==> src/rtl/write_back_arbiter.sv <==
// Write-back arbiter: merges pipeline writes with a queued debug port.
// Optional WB_ARB_STATS_EN builds the debug commit counter.
package wb_arb_pkg;

  typedef enum logic [1:0] {
    IDLE,
    PEND,
    FORCE
  } arb_state_t;

  function automatic int clogb2(input int v);
    int r;
    int x;
    r = 0;
    x = v;
    for (int i = 0; i < 32; i++) begin
      if (x > 0) begin
        r++;
        x = x >> 1;
      end
    end
    return r;
  endfunction

endpackage

module write_back_arbiter
  import wb_arb_pkg::*;
#(
  parameter  int CANT_REGISTROS      = 32,
  parameter  int CANT_BITS_REGISTROS = 32,
  parameter  int FIFO_DEPTH          = 4,
  parameter  int MAX_WAIT            = 8,
  localparam int AW = clogb2(CANT_REGISTROS - 1),
  localparam int DW = CANT_BITS_REGISTROS
) (
  input  logic          i_clock,
  input  logic          i_soft_reset,
  input  logic [AW-1:0] i_registro_destino,
  input  logic [DW-1:0] i_data_write,
  input  logic          i_RegWrite,
  input  logic          i_dbg_valid,
  input  logic [AW-1:0] i_dbg_registro,
  input  logic [DW-1:0] i_dbg_data,
  output logic          o_dbg_ready,
  output logic          o_rf_we,
  output logic [AW-1:0] o_rf_addr,
  output logic [DW-1:0] o_rf_data,
  output logic          o_stall,
  output logic          o_dbg_pending,
  output logic [15:0]   o_dbg_commits
);

  localparam int PW = $clog2(FIFO_DEPTH);
  localparam int CW = PW + 1;
  localparam int WW = $clog2(MAX_WAIT + 1);
  localparam logic [CW-1:0] FULL = CW'(FIFO_DEPTH);
  localparam logic [WW-1:0] WMAX = WW'(MAX_WAIT);

  logic [AW-1:0] q_addr [FIFO_DEPTH];
  logic [DW-1:0] q_data [FIFO_DEPTH];
  logic [PW-1:0] wr_ptr;
  logic [PW-1:0] rd_ptr;
  logic [CW-1:0] count;
  logic [CW-1:0] count_nx;
  logic [WW-1:0] wait_cnt;
  logic [WW-1:0] wait_nx;
  arb_state_t    state;
  arb_state_t    state_nx;

  logic          push;
  logic          pop;
  logic          grant_p;
  logic          lost;
  logic [AW-1:0] head_addr;
  logic [DW-1:0] head_data;

  assign o_dbg_ready   = (count != FULL);
  assign o_dbg_pending = (count != '0);
  assign push          = i_dbg_valid && o_dbg_ready;
  assign head_addr     = q_addr[rd_ptr];
  assign head_data     = q_data[rd_ptr];

  // During a forced slot the pipeline is ignored; otherwise it has priority.
  assign pop     = o_stall || (o_dbg_pending && !i_RegWrite);
  assign grant_p = !o_stall && i_RegWrite;
  assign lost    = (state == PEND) && grant_p;

  assign count_nx = count
                  + {{(CW-1){1'b0}}, push}
                  - {{(CW-1){1'b0}}, pop};

  // Next wait count and next state; starvation of the queue forces a slot.
  always_comb begin
    wait_nx  = wait_cnt;
    state_nx = (count_nx != '0) ? PEND : IDLE;
    if (state == IDLE || pop) begin
      wait_nx = '0;
    end else if (lost && wait_cnt != WMAX) begin
      wait_nx = wait_cnt + 1'b1;
    end
    if (lost && wait_nx == WMAX) begin
      state_nx = FORCE;
    end
  end

  // Arbiter state, wait counter and registered stall flag.
  always_ff @(posedge i_clock or negedge i_soft_reset) begin
    if (!i_soft_reset) begin
      state    <= IDLE;
      wait_cnt <= '0;
      o_stall  <= 1'b0;
    end else begin
      state    <= state_nx;
      wait_cnt <= wait_nx;
      o_stall  <= (state_nx == FORCE);
    end
  end

  // Debug queue pointers and occupancy.
  always_ff @(posedge i_clock or negedge i_soft_reset) begin
    if (!i_soft_reset) begin
      wr_ptr <= '0;
      rd_ptr <= '0;
      count  <= '0;
    end else begin
      if (push) wr_ptr <= wr_ptr + 1'b1;
      if (pop)  rd_ptr <= rd_ptr + 1'b1;
      count <= count_nx;
    end
  end

  // Queue storage; no reset needed since occupancy gates every read.
  always_ff @(posedge i_clock) begin
    if (push) begin
      q_addr[wr_ptr] <= i_dbg_registro;
      q_data[wr_ptr] <= i_dbg_data;
    end
  end

  // Registered register-file port; register 0 is never written.
  always_ff @(posedge i_clock or negedge i_soft_reset) begin
    if (!i_soft_reset) begin
      o_rf_we   <= 1'b0;
      o_rf_addr <= '0;
      o_rf_data <= '0;
    end else if (pop) begin
      o_rf_we   <= (head_addr != '0);
      o_rf_addr <= head_addr;
      o_rf_data <= head_data;
    end else if (grant_p) begin
      o_rf_we   <= (i_registro_destino != '0);
      o_rf_addr <= i_registro_destino;
      o_rf_data <= i_data_write;
    end else begin
      o_rf_we   <= 1'b0;
    end
  end

`ifdef WB_ARB_STATS_EN
  logic [15:0] commits;

  // Count debug writes that actually reach the register file.
  always_ff @(posedge i_clock or negedge i_soft_reset) begin
    if (!i_soft_reset) begin
      commits <= '0;
    end else if (pop && head_addr != '0) begin
      commits <= commits + 16'd1;
    end
  end

  assign o_dbg_commits = commits;
`else
  assign o_dbg_commits = '0;
`endif

endmodule

==> config.mk <==
export PLATFORM = sky130hd
export DESIGN_NAME = write_back_arbiter
export DESIGN_NICKNAME = d
export VERILOG_FILES = /design/src/rtl/write_back_arbiter.sv
export SDC_FILE = /design/constraint.sdc
export NUM_CORES = 1
export LEC_CHECK = 0
export ABC_AREA = 1
export CAP_MARGIN = 10
export CORE_UTILIZATION = 58
export DETAILED_ROUTE_END_ITERATION = 12
export GPL_TIMING_DRIVEN = 0
export PLACE_DENSITY = 0.84
export SLEW_MARGIN = 0
export SYNTH_ARGS = -nofsm -noshare
export SYNTH_HDL_FRONTEND = slang
export SYNTH_SLANG_ARGS = --single-unit
==> constraint.sdc <==
create_clock -name i_clock -period 5.5 [get_ports i_clock]
set_clock_uncertainty 0.2 [all_clocks]
set_input_delay 1.1 -clock i_clock [delete_from_list [all_inputs] [get_ports i_clock]]
set_output_delay 1.1 -clock i_clock [all_outputs]
set_load 0.01 [all_outputs]
==> key figures, run 1 <==
CTS
  • # H-tree levels: 4
  • Clk pin slew, worst setup/hold paths: 0.07 ns
  • CTS buffer count: 17
  • Clk root buf: clkbuf_16
  • # hold bufs at CTS: 0
  • Deepest clock path buffer count: 2
  • CTS resizes: 0
  • Clock sinks: 200
  • Setup Buffers After CTS: 0
  • Later-pin clock latency in the skew report: 0.44 ns
  • CTS tree: built

Critical path
  • Buffers and inverters on the worst path: 4
  • Critical path's top delay family: buffers and inverters
  • Startpoint types: primary input
  • Critical path arrival: around 3.5 ns
  • CP Class: in -> reg
  • Worst R2R Setup Slack: between 2 and 3 ns
  • CP cell instances: clkdlybuf4s50_1, nand2_4, nand2_4, inv_4, buf_6, ha_1, inv_1, ha_1, fa_1, xor2_1, nor3_1, a21oi_1
  • Worst Path Required: approximately 5.6 ns
  • Crit-path slowest cell: clkdlybuf4s50_1
  • CP max stage delay: around 0.54 ns
  • CP Capture Type: register
  • Worst Path Max Fanout: 10

Die
  • FP Rows: 43
  • Core box area: 14000 um2
  • Starting density of the core: 59.8%
  • I/O pin count: 135
  • Die area: 14900 um2
  • Height of the die: 122 um
  • Die X: about 120 um

Cells and area
  • Antenna diode count: 0
  • Core Util, Final: between 70% and 80%
  • Area delta synth->final: 26.1%
  • Final nets: about 910
  • # fillers: around 840
  • Final cell count without fillers: just over 1000
  • Layout cells sized above 1: 15.9%

Power and ir drop
  • P_leak: 0.00398 uW
  • Peak supply drop: 0.000354 V
  • Total Power: 5650 uW
  • Power Dens Cells: 536 nW/um2

Routing
  • Via/cell ratio: 5.86
  • Routed Antenna Nets: 0
  • Total wire length: about 20000 um
  • DRC viols: 0
  • Initial DRC count: between 500 and 600
  • Vias: ~6000
  • Pre-antenna DRT Iters: 7
  • DR WL/cell: ~20 um

Yosys
  • Post-synthesis compound-gate area fraction: about 13%
  • Post-Synth XOR/XNOR Area: less than 1%
  • Largest family of logic cells by synthesized area: compound AO/OA/AOI/OAI gates
  • Mux cell area share after synthesis: 0%
  • Seq/Total Area, Yosys: between 60 and 70%
  • FFs w/ async S/R, synth: a little over a quarter
  • Ys flop type: edfxtp_1
  • Syn_area_per_cell: approximately 13 um2
  • Adder-Cell Fraction of Synth Area: 1.44%
  • Flop and latch count out of synthesis: 200
  • Yosys cell types: 37
  • Gate Count Post-Synth: about 670
  • Post-Synth Simple-Gate Area: 10.9%
  • Yosys warning total: 0
  • EDFF count, synth: 148
  • Post-Syn Area: approximately 8400 um2

Timing
  • Period utilization: about 60%
  • Rel. slew slack: 53.8%
  • Post-layout min period: 3.40 ns
  • RSZ-0062 raised after global routing: false
  • Final hold violations: 0
  • Setup TNS: 0 ns
  • FMAX: between 200 and 300 MHz
  • Max Slew Vio Count: 0
  • Final setup vio count: 0
  • Worst Tran Pin Value: around 0.69 ns

Placement
  • IO Port Bufs: around 120
  • Dpl cells: just under 1000
  • Hpwl dp: between 10000 and 15000 um
  • Routability cong.: roughly 0.77

Global route
  • Initial antenna violation count: 0
  • Vias in the first global route: a little over 6000
  • Largest net degree at the start of global routing: 28
  • First-pass GRT wire length: 31100 um
  • GRT overflow: 0
  • All-Layer GR Usage: 28.8%

Job
  • MaxCap Viol Count: 0

Min path
  • HP Class: reg -> reg

Run status
  • Status: finished, final reports clean
-- registers in the layout, indices dropped and copies added (netlist names) --
register and cells:
state 2, o_stall 1, wait_cnt 4, o_rf_data 32
q_data 128, wr_ptr 2, o_rf_we 1, o_rf_addr 5
rd_ptr 2, q_addr 20, count 3
-- worst reg2reg max path: cells and delay by family (launching register included) --
kind / cells / cell delay, ns
adders and majority gates: 3 / 0.85
AOI/OAI and AO/OA: 1 / 0.06
DFF: 1 / 0.44
buffers and inverters: 3 / 0.32
and+or+nand+nor: 4 / 0.59
xor gates and xnor gates: 1 / 0.19
-- Yosys cell counts (2+ instances only) --
| cell type | instances | area (um2) |
|---|---|---|
| edfxtp_1 | 148 | 4440 |
| nand4_1 | 2 | 12.5 |
| o221ai_2 | 17 | 255 |
| nand2_4 | 3 | 33.8 |
| inv_1 | 23 | 86.3 |
| inv_2 | 5 | 18.8 |
| xor2_1 | 3 | 26.3 |
| o21ai_1 | 27 | 135 |
| ha_1 | 8 | 100 |
| inv_4 | 2 | 12.5 |
| nor2_2 | 3 | 18.8 |
| nand2_1 | 100 | 375 |
| o21ai_0 | 52 | 260 |
| o211ai_2 | 11 | 138 |
| buf_4 | 26 | 195 |
| a21oi_1 | 12 | 60.1 |
| dfrtp_1 | 52 | 1300 |
| buf_6 | 5 | 56.3 |
| nand3_1 | 12 | 60.1 |
| buf_2 | 13 | 65.1 |
| a22oi_1 | 8 | 60.1 |
| o211ai_1 | 7 | 52.6 |
| nor2_1 | 90 | 338 |
| nand3_2 | 4 | 40.0 |
| and2_1 | 2 | 12.5 |
| o22ai_1 | 16 | 100 |
| clkbuf_1 | 7 | 26.3 |
-- layout by cell type, fill, tap and decap left out, drive strengths merged, types with 2 or more instances in the layout --
cell,netlist,layout
buf,45,51
ha,8,8
nand2,103,103
a21oi,13,13
clkinv,0,5
conb,1,16
edfxtp,148,148
o21ai,79,79
clkdlybuf4s50,0,117
inv,30,35
nand3,16,16
clkbuf,7,24
clkinvlp,0,4
dfrtp,52,52
o211ai,18,18
o221ai,18,18
a22oi,8,8
o22ai,16,16
nand4,2,2
xor2,3,3
nor2,94,94
and2,2,2
-- path summary, 6_finish.rpt --
| path | to | startpoint | cells after the start |
|---|---|---|---|
| min reg2reg | o_rf_data[11] | o_rf_data[11] | 2 |
| min | o_rf_data[11] | o_rf_data[11] | 2 |
| max reg2reg | state[0] | count[1] | 12 |
| max in group asynchronous | o_rf_data[15] | i_soft_reset | 2 |
| min in group asynchronous | o_rf_data[17] | i_soft_reset | 1 |
| max | state[0] | i_RegWrite | 12 |
-- layer usage --
metal	up-vias	part of all wire, %	GRT usage [%]	wire (um)
met3	54	8.1	5.95	1640
met2	335	52	48.8	10500
li1	2670	-	-	-
met1	2905	37	35.2	7520
met4	0	3.2	14.1	646
met5	-	0	0	0
-- layout make-up --
cell class / count / area [um2] / share of cell area, %
Timing Repair Buffer: 123 / 1310 / 12.4
Buffer: 52 / 347 / 3.28
Multi-Input combinational cell: 401 / 2240 / 21.3
Clock buffer: 17 / 425 / 4.03
Sequential cell: 200 / 5750 / 54.4
Tap cell: 180 / 225 / 2.13
Clock inverter: 15 / 143 / 1.35
Inverter: 30 / 118 / 1.11
-- power by group --
group	switching [uW]	internal, uW	leakage (uW)
combinational	1330	874	0.00174
clock	574	632	0.000269
sequential	186	2050	0.00197
-- per-stage QoR --
step           instance area [um2]  hold slack (ns)  worst slack [ns]
2_1_floorplan                 8420            0.314              2.03
3_3_place_gp                  9830            0.261             0.353
3_5_place_dp                  9980            0.264              1.73
4_1_cts                      10600            0.282              2.12
5_1_grt                      10600            0.301              2.00
6_report                     10600            0.279              2.10
-- cells by family after synthesis --
logic type | Yosys count
flip-flops | 200
buffers and inverters | 82
AND/OR/NAND/NOR | 219
adder cells (fa/ha/maj) | 9
XOR/XNOR | 4
other | 1
AO/OA/AOI/OAI | 153
(Power assumes the default switching activity.)
==> run 2, diff against run 1 <==
--- a/config.mk
+++ b/config.mk
@@ -7,10 +7,10 @@
 export LEC_CHECK = 0
 export ABC_AREA = 1
 export CAP_MARGIN = 10
-export CORE_UTILIZATION = 58
+export CORE_UTILIZATION = 53
 export DETAILED_ROUTE_END_ITERATION = 12
 export GPL_TIMING_DRIVEN = 0
-export PLACE_DENSITY = 0.84
+export PLACE_DENSITY = 0.77
 export SLEW_MARGIN = 0
 export SYNTH_ARGS = -nofsm -noshare
 export SYNTH_HDL_FRONTEND = slang
==> constraint.sdc (replaced) <==
create_clock -name i_clock -period 3.38 [get_ports i_clock]
set_clock_uncertainty 0.2 [all_clocks]
set_input_delay 0.676 -clock i_clock [delete_from_list [all_inputs] [get_ports i_clock]]
set_output_delay 0.676 -clock i_clock [all_outputs]
set_load 0.01 [all_outputs]
==> key figures, run 2 (synthesis gave the netlist of run 1 again) <==
Critical path
  • CP max stage delay: 0.54 ns (about the same)
  • CP Capture Type: register
  • Crit-path slowest cell: clkdlybuf4s50_1
  • Worst Path Max Fanout: 10 (unchanged)
  • CP Class: in -> reg
  • Worst Path Required: 3.49 ns (-2.14 ns)
  • CP cell instances: clkdlybuf4s50_1, nand2_4, nand2_4, inv_4, buf_6, ha_1, inv_1, ha_1, fa_1, xor2_1, nor3_1, a21oi_1
  • Critical path arrival: 3.06 ns (-0.47 ns)
  • Startpoint types: primary input

Min path
  • HP Class: reg -> reg

Global route
  • Vias in the first global route: 5748 (-4.8%)
  • Largest net degree at the start of global routing: 39 (+39%)
  • Initial antenna violation count: 0 (unchanged)
  • First-pass GRT wire length: 30400 um (-2.1%)
  • All-Layer GR Usage: 25.3% (-3.6 points)
  • GRT overflow: 0 (unchanged)

Routing
  • DR WL/cell: 18.7 um (-6.5%)
  • DRC viols: 0 (unchanged)
  • Pre-antenna DRT Iters: 5 (-2)
  • Total wire length: 19600 um (-3.6%)
  • Routed Antenna Nets: 0 (unchanged)
  • Initial DRC count: 565 (+2.9%)
  • Vias: 5746 (-3.7%)
  • Via/cell ratio: 5.47 (-6.6%)

Timing
  • Final hold violations: 0 (unchanged)
  • Max Slew Vio Count: 0 (unchanged)
  • Worst Tran Pin Value: 0.748 ns (+0.0552 ns)
  • Period utilization: between 80 and 90%
  • Setup ws final: 0.438 ns (-1.66 ns)
  • Final setup vio count: 0 (unchanged)
  • Post-layout min period: just under 3 ns
  • Rel. slew slack: 50.0% (-3.8 points)
  • RSZ-0062 raised after global routing: false
  • FMAX: 340 MHz

Placement
  • Routability cong.: 0.754 (-1.8%)
  • Dpl ws: 0.0182 ns (-1.72 ns)
  • Cell Area, Placed: 10000 um2 (+0.39%)
  • IO Port Bufs: 118 (unchanged)
  • Dpl cells: 1017 (+3.1%)
  • Hpwl dp: 13400 um (+0.28%)

Power and ir drop
  • Power Dens Cells: 870 nW/um2 (+62%)
  • Peak supply drop: 0.000487 V (+38%)
  • P_leak: 0.00401 uW (+0.75%)

Cells and area
  • Biggest register: q_data
  • Core Util, Final: 69.5% (-5.9 points)
  • Fin area: 10600 um2 (+0.89%)
  • Final nets: 913 (+0.11%)
  • Most common cell after layout, fill and taps aside: edfxtp_1
  • Most frequent cells in the layout: 148 x edfxtp_1, 117 x clkdlybuf4s50_1, 100 x nand2_1, 86 x nor2_1
  • Area delta synth->final: 27.2%
  • Antenna diode count: 0 (unchanged)
  • # fillers: 1057 (+25%)
  • Biggest regs: q_data x128, o_rf_data x32, q_addr x20
  • Layout cells sized above 1: 15.9% (-0.019 points)
  • Max reg flops: 128 (unchanged)
  • Final cell count without fillers: 1050 (+3.1%)

Die
  • FP Rows: 45 (+4.7%)
  • Starting density of the core: 54.6% (-5.2 points)
  • Height of the die: 128 um (+4.5%)
  • Die X: 128 um (+4.5%)
  • Core box area: 15300 um2 (+9.5%)
  • Die area: 16300 um2 (+9.3%)
  • I/O pin count: 135 (unchanged)

CTS
  • Later-pin clock latency in the skew report: 0.43 ns (about the same)
  • Clk pin slew, worst setup/hold paths: 0.07 ns (about the same)
  • Deepest clock path buffer count: 2 (unchanged)
  • # H-tree levels: 4 (unchanged)
  • CTS buffer count: 17 (unchanged)
  • CTS tree: built
  • Clock sinks: 200 (unchanged)
  • Setup Buffers After CTS: 0 (unchanged)
  • Clk root buf: clkbuf_16

Job
  • MaxCap Viol Count: 0 (unchanged)

Run status
  • Status: finished, final reports clean
[run 2: metrics by stage]
stage | power [uW] | TNS, ns | hold slack (ns)
floorplan | 5700 | 0 | 0.180
global placement | 6970 | -217.73 | 0.261
detailed placement | 7210 | 0 | 0.269
CTS | 9290 | 0 | 0.287
global route | 9770 | 0 | 0.297
finish | 9270 | 0 | 0.283
[run 2: metal layers]
metal / part of all wire [%] / GRT usage, %
met2: 50 / 42.7
met3: 5.6 / 3.98
met5: 0 / 0
met1: 41 / 32.1
met4: 3.3 / 12.2
[run 2: worst max-delay path, delay by kind of cell]
kind                     cells  cell delay [ns]
XOR/XNOR                     1             0.19
AO/OA/AOI/OAI                1             0.06
AND/OR/NAND/NOR              3             0.43
buffers and inverters        4             0.87
adder cells (fa/ha/maj)      3             0.83
[run 2: area by class of cell]
| type | count | area, um2 | area share (%) |
|---|---|---|---|
| Buffer | 52 | 347 | 3.26 |
| Clock buffer | 18 | 439 | 4.13 |
| Clock inverter | 14 | 174 | 1.63 |
| Inverter | 30 | 118 | 1.10 |
| Multi-Input combinational cell | 401 | 2240 | 21.1 |
| Sequential cell | 200 | 5750 | 54.0 |
| Tap cell | 211 | 264 | 2.48 |
| Timing Repair Buffer | 124 | 1320 | 12.4 |
[run 2: final timing paths]
check                         startpoint             to  slack (ns)  depth (start not counted)
setup reg to reg                count[1]       state[0]        0.62                         12
min in group asynchronous   i_soft_reset  o_rf_data[21]        0.52                          2
setup / recovery              i_RegWrite       state[0]        0.44                         12
hold reg to reg            o_rf_data[29]  o_rf_data[29]        0.28                          2
max in group asynchronous   i_soft_reset   o_rf_data[5]        1.89                          3
hold / removal             o_rf_data[29]  o_rf_data[29]        0.28                          2
[run 2: repair_timing]
item	in CTS	in global routing
hold buffers	1	0
gates resized for setup	0	0
hold endpoints to repair	14	0
[run 2: power by group]
group          leakage (uW)  internal, uW  switching (uW)
clock              0.000294          1190             895
sequential          0.00197          3340             277
combinational       0.00175          1420            2140
